[config.mk]
export PLATFORM = sky130hd
export DESIGN_NAME = period_meter
export DESIGN_NICKNAME = d
export VERILOG_FILES = /design/src/rtl/period_meter_pkg.sv /design/src/rtl/period_meter_edge_sync.sv /design/src/rtl/period_meter.sv
export SDC_FILE = /design/constraint.sdc
export NUM_CORES = 1
export LEC_CHECK = 0
export BUFFER_PORTS_ARGS = -buffer_cell sky130_fd_sc_hd__buf_2
export CAP_MARGIN = 10
export CORE_ASPECT_RATIO = 0.8
export CORE_MARGIN = 8
export CORE_UTILIZATION = 50
export CTS_CLUSTER_DIAMETER = 120
export DETAILED_ROUTE_END_ITERATION = 16
export HOLD_SLACK_MARGIN = 0.1
export PLACE_DENSITY = 0.8
export SLEW_MARGIN = 20
export SYNTH_ARGS = -nofsm -noshare
export SYNTH_HDL_FRONTEND = slang
export SYNTH_SLANG_ARGS = --single-unit
[constraint.sdc]
create_clock -name clk -period 2.2 [get_ports clk]
set_input_delay 0.22 -clock clk [delete_from_list [all_inputs] [get_ports clk]]
set_output_delay 0.22 -clock clk [all_outputs]
set_load 0.02 [all_outputs]
[src/rtl/period_meter_pkg.sv]
// Shared types and helpers for the period meter: FSM state encoding and
// counter saturation value.
package period_meter_pkg;

  typedef enum logic [1:0] {
    IDLE    = 2'd0,
    ARM     = 2'd1,
    MEASURE = 2'd2
  } pm_state_e;

  // All-ones value of a w-bit counter; the period counter times out here.
  function automatic int unsigned cnt_max(input int unsigned w);
    return (32'd1 << w) - 32'd1;
  endfunction

endpackage

[src/rtl/period_meter_edge_sync.sv]
// Input conditioning for the period meter: optional 2-flop synchronizer
// (PERIOD_METER_SYNC_EN), one-cycle delayed copy and rising-edge pulse.
module period_meter_edge_sync (
  input  logic clk,
  input  logic rst_n,
  input  logic sig_in,
  output logic s,
  output logic rise
);

  logic s_r;
  logic s_d_r;

`ifdef PERIOD_METER_SYNC_EN
  logic meta_r;

  // Two-flop synchronizer for asynchronous sources.
  always_ff @(posedge clk or negedge rst_n) begin
    if (!rst_n) begin
      meta_r <= 1'b0;
      s_r    <= 1'b0;
    end else begin
      meta_r <= sig_in;
      s_r    <= meta_r;
    end
  end
`else
  // Single sampling register; sig_in is already synchronous to clk.
  always_ff @(posedge clk or negedge rst_n) begin
    if (!rst_n) begin
      s_r <= 1'b0;
    end else begin
      s_r <= sig_in;
    end
  end
`endif

  // Delayed copy used for edge detection.
  always_ff @(posedge clk or negedge rst_n) begin
    if (!rst_n) begin
      s_d_r <= 1'b0;
    end else begin
      s_d_r <= s_r;
    end
  end

  assign s    = s_r;
  assign rise = s_r & ~s_d_r;

endmodule

[src/rtl/period_meter.sv]
// Measures period and high time of sig_in in clk cycles, with lock and
// timeout status. Define PERIOD_METER_SYNC_EN for asynchronous sig_in.
module period_meter
  import period_meter_pkg::*;
#(
  parameter int CNT_W      = 16,
  parameter int EXP_PERIOD = 10,
  parameter int LOCK_CNT   = 4
) (
  input  logic             clk,
  input  logic             reset,
  input  logic             enable,
  input  logic             sig_in,
  output logic [CNT_W-1:0] period,
  output logic [CNT_W-1:0] high_time,
  output logic             meas_valid,
  output logic             locked,
  output logic             timeout
);

  localparam int MW = $clog2(LOCK_CNT + 1);
  localparam logic [CNT_W-1:0] CNT_MAX    = CNT_W'(cnt_max(CNT_W));
  localparam logic [CNT_W-1:0] CNT_ONE    = CNT_W'(1);
  localparam logic [CNT_W-1:0] CNT_ZERO   = CNT_W'(0);
  localparam logic [CNT_W-1:0] EXP_P      = CNT_W'(EXP_PERIOD);
  localparam logic [MW-1:0]    MATCH_FULL = MW'(LOCK_CNT);
  localparam logic [MW-1:0]    MATCH_ZERO = MW'(0);
  localparam logic [MW-1:0]    MATCH_ONE  = MW'(1);

  logic s_s;
  logic rise_s;

  pm_state_e        state_r,   state_nx_s;
  logic [CNT_W-1:0] cnt_r,     cnt_nx_s;
  logic [CNT_W-1:0] hcnt_r,    hcnt_nx_s;
  logic [MW-1:0]    match_r,   match_nx_s;
  logic [CNT_W-1:0] period_r,  period_nx_s;
  logic [CNT_W-1:0] high_r,    high_nx_s;
  logic             valid_r,   valid_nx_s;
  logic             locked_r,  locked_nx_s;
  logic             timeout_r, timeout_nx_s;

  period_meter_edge_sync u_edge_sync (
    .clk    (clk),
    .rst_n  (reset),
    .sig_in (sig_in),
    .s      (s_s),
    .rise   (rise_s)
  );

  // Next-state and next-output computation for the measurement FSM.
  always_comb begin
    state_nx_s   = state_r;
    cnt_nx_s     = cnt_r;
    hcnt_nx_s    = hcnt_r;
    match_nx_s   = match_r;
    period_nx_s  = period_r;
    high_nx_s    = high_r;
    valid_nx_s   = 1'b0;
    locked_nx_s  = locked_r;
    timeout_nx_s = timeout_r;

    if (!enable) begin
      state_nx_s   = IDLE;
      cnt_nx_s     = CNT_ZERO;
      hcnt_nx_s    = CNT_ZERO;
      match_nx_s   = MATCH_ZERO;
      locked_nx_s  = 1'b0;
      timeout_nx_s = 1'b0;
    end else begin
      case (state_r)
        IDLE: begin
          state_nx_s   = ARM;
          cnt_nx_s     = CNT_ZERO;
          hcnt_nx_s    = CNT_ZERO;
          match_nx_s   = MATCH_ZERO;
          locked_nx_s  = 1'b0;
          timeout_nx_s = 1'b0;
        end
        ARM: begin
          if (rise_s) begin
            state_nx_s = MEASURE;
            cnt_nx_s   = CNT_ONE;
            hcnt_nx_s  = CNT_ONE;
          end else begin
            cnt_nx_s   = CNT_ZERO;
            hcnt_nx_s  = CNT_ZERO;
          end
        end
        MEASURE: begin
          // An edge coinciding with saturation is still a valid measurement.
          if (rise_s) begin
            period_nx_s  = cnt_r;
            high_nx_s    = hcnt_r;
            valid_nx_s   = 1'b1;
            timeout_nx_s = 1'b0;
            cnt_nx_s     = CNT_ONE;
            hcnt_nx_s    = CNT_ONE;
            if (cnt_r != EXP_P) begin
              match_nx_s = MATCH_ZERO;
            end else if (match_r == MATCH_FULL) begin
              match_nx_s = match_r;
            end else begin
              match_nx_s = match_r + MATCH_ONE;
            end
            locked_nx_s = (match_nx_s == MATCH_FULL);
          end else if (cnt_r == CNT_MAX) begin
            state_nx_s   = ARM;
            timeout_nx_s = 1'b1;
            locked_nx_s  = 1'b0;
            match_nx_s   = MATCH_ZERO;
            cnt_nx_s     = CNT_ZERO;
            hcnt_nx_s    = CNT_ZERO;
          end else begin
            cnt_nx_s  = cnt_r + CNT_ONE;
            hcnt_nx_s = hcnt_r + CNT_W'(s_s);
          end
        end
        default: begin
          state_nx_s = IDLE;
        end
      endcase
    end
  end

  // FSM state register.
  always_ff @(posedge clk or negedge reset) begin
    if (!reset) begin
      state_r <= IDLE;
    end else begin
      state_r <= state_nx_s;
    end
  end

  // Counters, match tracker and registered outputs.
  always_ff @(posedge clk or negedge reset) begin
    if (!reset) begin
      cnt_r     <= CNT_ZERO;
      hcnt_r    <= CNT_ZERO;
      match_r   <= MATCH_ZERO;
      period_r  <= CNT_ZERO;
      high_r    <= CNT_ZERO;
      valid_r   <= 1'b0;
      locked_r  <= 1'b0;
      timeout_r <= 1'b0;
    end else begin
      cnt_r     <= cnt_nx_s;
      hcnt_r    <= hcnt_nx_s;
      match_r   <= match_nx_s;
      period_r  <= period_nx_s;
      high_r    <= high_nx_s;
      valid_r   <= valid_nx_s;
      locked_r  <= locked_nx_s;
      timeout_r <= timeout_nx_s;
    end
  end

  assign period     = period_r;
  assign high_time  = high_r;
  assign meas_valid = valid_r;
  assign locked     = locked_r;
  assign timeout    = timeout_r;

endmodule

# Word-level counts from Yosys, hierarchy flattened
# Cells that the tools add are included.
# word_totals
ff_bits	74
inputBits	4
output_inout_bits	35
elab_cells	66
# classes
addsub	3
eq_ne	12
mux	34
n_bitwise	2
n_reduce_logical	4
# op_table
op	n
$mux W16	6
$pmux W16 S3	2
$mux W3	8
$add A16 B1 Y16	1
$add A16 B1 Y16 const B	1
$eq A16 B16 Y1 const B	1
$ne A16 B4 Y1 const B	1
$mux W1	10
$ne A3 B3 Y1 const B	3
$mux W2	4
$eq A3 B3 Y1 const B	2
$pmux W2 S3	1
$pmux W3 S2	1
$reduce_and A3 Y1	2
$ne A4 B1 Y1 const B	1
$ne A4 B4 Y1 const B	1
$pmux W1 S2	2
$add A3 B1 Y3 const B	1
$ne A3 B1 Y1 const B	1
$eq A2 B1 Y1 const B	1
$eq A2 B2 Y1 const B	1
$logic_not A2 Y1	1
$reduce_and A2 Y1	1
$and A1 B1 Y1	1
$not A1 Y1	1

# Depth between registers and ports, before layout
# Gate-level depths: netlist of the first run.
# depth
depth_word	10
depth_mapped	10
ltp_nobuf	8

# Modules after synthesis
# From an unflattened synthesis of the first run, not the netlist that was laid out.
# unflattened
cells_unflattened	319
area_unflattened_um2	3518.4
# by_module_without_submodules
module	n_inst	cells_each	area_per_inst_um2	seq_area_each_um2
period_meter	1	316	3454.6	1801.7
period_meter_edge_sync	1	3	63.8	50.0

# Worst setup path after synthesis of the first run
# Ideal clock, no wire load.
# synth_path
path_type	register to register
startpoint	register state_r[0]
endpoint	register cnt_r[14]
setup_time_ns	0.096
arrival_ns	1.855
required_ns	2.104
path_slack_ns	0.249
stages_incl_launch_ff	8
n_path_buf	2
path_cell_list	dfrtp_1 > inv_1 > ha_1 > buf_2 > nor4b_2 > clkbuf_1 > o21ai_0 > o31ai_1
# synth_between
elab_chain_cells	3
elab_cells_between_ends	6
classes_between	eq/ne: 3; mux: 2; reduce/logical: 1
# synth_lines
item	line_no	source
from (decl)	period_meter.sv:33	pm_state_e state_r, state_nx_s;
from (signal assigned)	period_meter.sv:131	state_r <= state_nx_s;
$eq A2 B2 Y1 (tied with other cells)	period_meter.sv:71	case (state_r)
$pmux W16 S3	period_meter.sv:71	
$mux W16	period_meter.sv:63	if (!enable) begin
to (signal assigned)	period_meter.sv:147	cnt_r <= cnt_nx_s;
to (decl)	period_meter.sv:34	logic [CNT_W-1:0] cnt_r, cnt_nx_s;
# Several ways; a longest one is shown, not always the timed one.
# A chain may end at the register's enable or synchronous reset.

# Worst setup path after layout of the first run
# layout_path
startpoint	register state_r[0]
endpoint	register hcnt_r[5]
# layout_between
elab_chain_cells	3
elab_cells_between_ends	6
classes_between	eq/ne: 3; mux: 2; reduce/logical: 1
# layout_lines
item	line_no	source
$eq A2 B2 Y1 (tied with other cells)	period_meter.sv:71	
$pmux W16 S3	period_meter.sv:71	
$mux W16	period_meter.sv:63	
to (signal assigned)	period_meter.sv:148	hcnt_r <= hcnt_nx_s;
to (decl)	period_meter.sv:35	logic [CNT_W-1:0] hcnt_r, hcnt_nx_s;
# Several ways; a longest one is shown, not always the timed one.

==> results.json, run 1 <==
{
  "drt-pass1-iter-count": 4,
  "p_int_uw": 2260,
  "cp-startpoint": "state_r[0]",
  "holdCritStartpoint": "enable",
  "rows": 27,
  "io_pins": 39,
  "endpoint_kind": "flop",
  "p_leak_uw": 0.00209,
  "synthesis.nets": 408,
  "setup_viol": 0,
  "path_buf_inv": 5,
  "path_class": "reg2reg",
  "grt_pass1_vias": 2910,
  "core-area_um2": 6890,
  "cts_sinks": 74,
  "critPathArrivalTime_ps": 2350,
  "fin_skew_ps": 10.7,
  "portBuffers": 38,
  "synthFlopType": "dfrtp_1",
  "post_drt_via_cell_ratio": 5.60,
  "worstReg2RegStart": "state_r[0]",
  "grt-ovfl-total": 0,
  "drv_slew": 0,
  "yosysWarnings": 0,
  "crit_fanout": 27,
  "drt_iter0_drc": 142,
  "synthArstFlopShare_pct": 100,
  "ir_worst_vdd_mv": 0.472,
  "synthCells": 394,
  "switching_share_pct": 30.4,
  "maxCapViolations": 0,
  "crit_chain": "inv_1 > ha_2 > buf_4 > nand4_4 > buf_4 > nor2_2 > buf_12 > nor2_1 > buf_4 > nor2_1",
  "via_count": 2977,
  "syn_to_final_growth_pct": 17.0,
  "grtUsageTotal_pct": 16.5,
  "ys_seq_area_share_pct": 51.8,
  "final_cell_area_um2": 4180,
  "hpwl_um": 5770,
  "power_density_nw_per_um2": 776,
  "dpl-instance-area_um2": 3910,
  "rsz0062_at_grt": "false",
  "syn_area_per_cell_um2": 9.07,
  "cp-start-kind": "flop",
  "grt_max_degree": 45,
  "die_area_um2": 10100,
  "drive_above_1_share_pct": 18.2,
  "drtAntennaViolNets": 0,
  "worst_pin_slew_ps": 533,
  "die_h_um": 91.6,
  "synth.distinct_cells": 48,
  "finalSetupTns_ps": 0,
  "status": "completed",
  "reg2reg_slack_ps": 140,
  "p_switching_uw": 985,
  "antenna_found_initial": 0,
  "clk_pin_slew_ps": 80,
  "wirelength_um": 8220,
  "cp_common_cell": "buf_4",
  "place.gp.congestion": 0.853,
  "routedWlPerCell_um": 15.5,
  "slowest_stage": "dfrtp_1",
  "grt_pass1_wl_um": 14000,
  "antennaDiodeCount": 0,
  "htree_levels": 3,
  "postCtsSetupRepairBufs": 0,
  "cp_slowest_stage_delay_ps": 430,
  "cts_buffers": 9,
  "dp_cells": 514,
  "cts_root_buffer": "clkbuf_8",
  "cts_tree": "built",
  "synth-edff-count": 0,
  "layoutNonFillerInstCount": 532,
  "synth_area_um2": 3570,
  "start_util_pct": 51.9,
  "crit_required_ps": 2490,
  "fin_nets": 454,
  "die_w_um": 111,
  "remaining_drc_errors": 0,
  "ys_seq_elements": 74,
  "p_comb_share_pct": 20.7,
  "hp-class": "in2reg",
  "clock_path_buffers": 2,
  "clockPowerShare_pct": 34.6,
  "period_share_pct": 93.8,
  "critPathTopFamily": "buffers and inverters",
  "power.share.sequential_pct": 44.8,
  "fmax_ghz": 0.484,
  "finalHoldViolCount": 0,
  "fin_crit_ps": 2060,
  "total_power_uw": 3250,
  "insertion_delay_ps": 360,
  "relSlewSlack_pct": 64.2
}
[cell type report]
type	instances	area, um^2
clock buffers	13	169
clock inverters	3	46.3
fillers	619	2710
inverters	12	45.0
multi-input cells	289	1620
flip-flops and latches	74	1850
well taps	87	109
repair buffers	54	344
[Yosys cell counts, types with 2 or more instances]
cell type,n,area (um^2)
xor2_1,6,52.6
a21oi_1,16,80.1
inv_1,12,45.0
and3_1,5,31.3
buf_2,9,45.0
a31oi_1,18,113
nand3_1,14,70.1
dfrtp_1,74,1850
nand2_1,114,428
ha_1,10,125
nand2b_1,3,18.8
a32o_1,2,20.0
nor2_1,23,86.3
o21ai_0,23,115
nor4b_1,2,17.5
o21ai_2,2,17.5
mux2i_1,5,50.1
clkbuf_1,8,30.0
nand4_1,8,50.1
nor3_1,6,30.0
a41oi_1,2,17.5
or3_1,6,37.5
[layer usage]
| metal | track usage (%) | wire (um) | up-vias |
|---|---|---|---|
| met2 | 27.7 | 4030 | 78 |
| li1 | - | - | 1453 |
| met1 | 20.0 | 3650 | 1433 |
| met5 | 0 | 0 | - |
| met4 | 3.37 | 95 | 0 |
| met3 | 6.05 | 446 | 13 |
[kinds of logic (layout without fill, tap and decap cells)]
kind of cell | Yosys count | after routing | synth area share, %
AND/OR/NAND/NOR | 196 | 196 | 26.0
flip-flops | 74 | 74 | 51.8
AO/OA/AOI/OAI | 72 | 72 | 12.1
buffers and inverters | 31 | 82 | 3.78
adder cells (fa/ha/maj) | 10 | 10 | 3.50
XOR/XNOR | 6 | 6 | 1.47
multiplexers | 5 | 5 | 1.40
[flip-flops by register name (all words and copies together) (netlist names)]
register           cells
cnt_r                 16
timeout                1
locked                 1
match_r                3
u_edge_sync.s          1
u_edge_sync.s_d_r      1
meas_valid             1
hcnt_r                16
period                16
state_r                2
high_time             16
[cells in the final DEF, fill, tap and decap left out, types with 2 or more instances in the layout]
cell type,n
ha_1,9
a31oi_1,18
clkbuf_8,12
buf_2,38
a21oi_1,16
inv_1,12
o21ai_2,2
o21ai_0,23
and3_1,5
a32o_1,2
nor2_1,23
nand4_4,2
nor4_4,2
nand2_1,114
nand4_1,8
nand3_1,14
dlygate4sd3_1,2
mux2i_1,5
a41oi_1,2
dfrtp_1,74
nor4b_1,2
xor2_1,6
nor3_1,6
buf_4,11
buf_12,2
nand2b_1,3
or3_1,6
[tightest hold or removal path: cells and delay by family]
family,cells,cell delay (ps)
buffers and inverters,1,170
muxes,1,60
and+or+nand+nor,1,90
[path summary, 6_finish.rpt]
check                                     to  depth (start not counted)
min                               state_r[0]                          3
min reg2reg                u_edge_sync.s_d_r                          0
max reg2reg                        hcnt_r[5]                         10
max in group asynchronous       high_time[3]                          3
max                                hcnt_r[5]                         10
min in group asynchronous         period[12]                          2
[power by group through the flow]
stage / Clock (uW) / Combinational, uW / Sequential [uW]
after floorplan: 0 / 403 / 1490
after global placement: 0 / 612 / 1470
after detailed placement: 0 / 640 / 1480
after CTS: 1150 / 647 / 1450
after global routing: 1220 / 736 / 1460
final: 1120 / 670 / 1450
[stage by stage]
step	hold slack (ps)	utilization, %	worst slack [ps]
after floorplan	-75.6	-	249
after global placement	172	56.8	203
after detailed placement	176	56.8	40.4
after CTS	202	60.2	15.0
after global routing	218	60.7	14.6
final	226	60.7	136
[timing repair]
action,in CTS,in global routing
hold buffers,2,0
hold endpoints to repair,17,0
endpoints found under the setup margin,0,24
resized for setup,0,6
No activity file was read; power rests on OpenSTA's default activity.
==> run 2, diff against run 1 <==
Settings changed: BUFFER_PORTS_ARGS -buffer_cell sky130_fd_sc_hd__buf_2 to -buffer_cell sky130_fd_sc_hd__buf_4, CTS_CLUSTER_DIAMETER 120 to 30.
==> results.json, run 2 (synthesized netlist as in run 1, its figures left out) <==
{
  "cts_tree": "built",
  "crit_fanout": 8,
  "routedWlPerCell_um": 15.0,
  "fmax_ghz": 0.503,
  "io_pins": 39,
  "p_comb_share_pct": 21.0,
  "htree_levels": 3,
  "clock_path_buffers": 2,
  "critPathArrivalTime_ps": 2260,
  "worst_pin_slew_ps": 527,
  "layout_common_cells": "nand2_1, dfrtp_1, buf_4",
  "start_util_pct": 51.9,
  "drv_slew": 0,
  "antennaDiodeCount": 0,
  "insertion_delay_ps": 350,
  "cts_sinks": 74,
  "power_density_nw_per_um2": 726,
  "nFillCells": 598,
  "drtAntennaViolNets": 0,
  "finalSetupTns_ps": 0,
  "cp-start-kind": "flop",
  "ir_worst_vdd_mv": 0.375,
  "maxCapViolations": 0,
  "grt_max_degree": 39,
  "period_share_pct": 90.3,
  "portBuffers": 38,
  "grt-ovfl-total": 0,
  "die_w_um": 111,
  "cts_buffers": 9,
  "total_power_uw": 3050,
  "hp-class": "in2reg",
  "fin_nets": 453,
  "fin_skew_ps": 6.63,
  "rsz0062_at_grt": "false",
  "drt_iter0_drc": 173,
  "power.share.sequential_pct": 47.6,
  "post_drt_via_cell_ratio": 5.56,
  "rows": 27,
  "switching_share_pct": 32.1,
  "die_area_um2": 10100,
  "remaining_drc_errors": 0,
  "path_class": "reg2reg",
  "crit_required_ps": 2470,
  "drive_above_1_share_pct": 18.0,
  "die_h_um": 91.6,
  "final_common_cell": "nand2_1",
  "grt_pass1_vias": 2848,
  "drt-pass1-iter-count": 4,
  "endpoint_kind": "flop",
  "wirelength_um": 7950,
  "cts_root_buffer": "clkbuf_8",
  "setup_viol": 0,
  "finalHoldViolCount": 0,
  "grt_pass1_wl_um": 13900,
  "p_int_uw": 2070,
  "syn_to_final_growth_pct": 17.6,
  "clockPowerShare_pct": 31.4,
  "grtUsageTotal_pct": 16.2,
  "p_leak_uw": 0.00205,
  "via_count": 2950,
  "fin_crit_ps": 1990,
  "hpwl_um": 5560,
  "core-area_um2": 6890,
  "antenna_found_initial": 0,
  "p_switching_uw": 980,
  "clk_pin_slew_ps": 80,
  "place.gp.congestion": 0.856,
  "relSlewSlack_pct": 64.6,
  "status": "completed"
}
## run 2: changes by cell type in the layout (fill, tap and decap cells not counted), sizes merged
| cell | delta |
|---|---|
| clkbuf | -3 |
| clkinvlp | +2 |
| buf | -1 |
| bufinv | -1 |
| clkinv | +1 |
| inv | +1 |
## run 2: worst max-delay path: stages (launching register included)
cell and delay (ps):
dfrtp_1 430, inv_1 140, ha_2 290, nand2_1 60
or2_2 300, nor4_2 270, buf_4 170, a31oi_1 100
o22ai_1 160
## run 2: per-layer routing
metal	global-route usage, %	wire length, um	share of wire, %
met2	26.2	3730	47
met4	4.71	76	0.96
met1	20.7	3790	48
met5	0	0	0
met3	4.82	353	4.4
## run 2: power groups by stage
stage	Combinational [uW]	Clock [uW]	Sequential (uW)
2_1_floorplan	403	0	1490
3_3_place_gp	612	0	1470
3_5_place_dp	631	0	1480
4_1_cts	638	985	1450
5_1_grt	711	1050	1460
6_report	642	957	1450
## run 2: stage by stage
| step | hold WS (ps) | setup WS (ps) | cells | utilization [%] | cell area (um^2) |
|---|---|---|---|---|---|
| global route | 205 | 64.1 | 531 | 61.0 | 4210 |
| detailed placement | 219 | 106 | 513 | 58.1 | 4000 |
| floorplan | -75.6 | 249 | 394 | - | 3570 |
| global placement | 217 | 224 | 513 | 58.1 | 4000 |
| CTS | 180 | 76.3 | 531 | 60.9 | 4200 |
| finish | 197 | 213 | 531 | 61.0 | 4210 |
## run 2: area by class of cell
type / instances / area, um^2 / area share (%)
sequential: 74 / 1850 / 44.0
multi-input combinational: 289 / 1590 / 37.9
timing repair buffer: 53 / 428 / 10.2
clock buffer: 10 / 138 / 3.27
tap: 87 / 109 / 2.59
inverter: 12 / 45.0 / 1.07
clock inverter: 6 / 41.3 / 0.982
## run 2: path summary, 6_finish.rpt
path / start / end / slack (ps) / cells after the start
setup / recovery: state_r[0] / match_r[0] / 210 / 8
hold / removal: enable / state_r[0] / 200 / 3
setup reg to reg: state_r[0] / match_r[0] / 210 / 8
hold reg to reg: u_edge_sync.s / u_edge_sync.s_d_r / 470 / 0
max in group asynchronous: reset / cnt_r[1] / 1260 / 3
min in group asynchronous: reset / locked / 370 / 2
## run 2: repair_timing
action,CTS,global route
endpoints found under the hold margin,38,0
gates resized for setup,0,2
buffers inserted,0,0
hold buffers,2,0
setup endpoints to repair,0,5
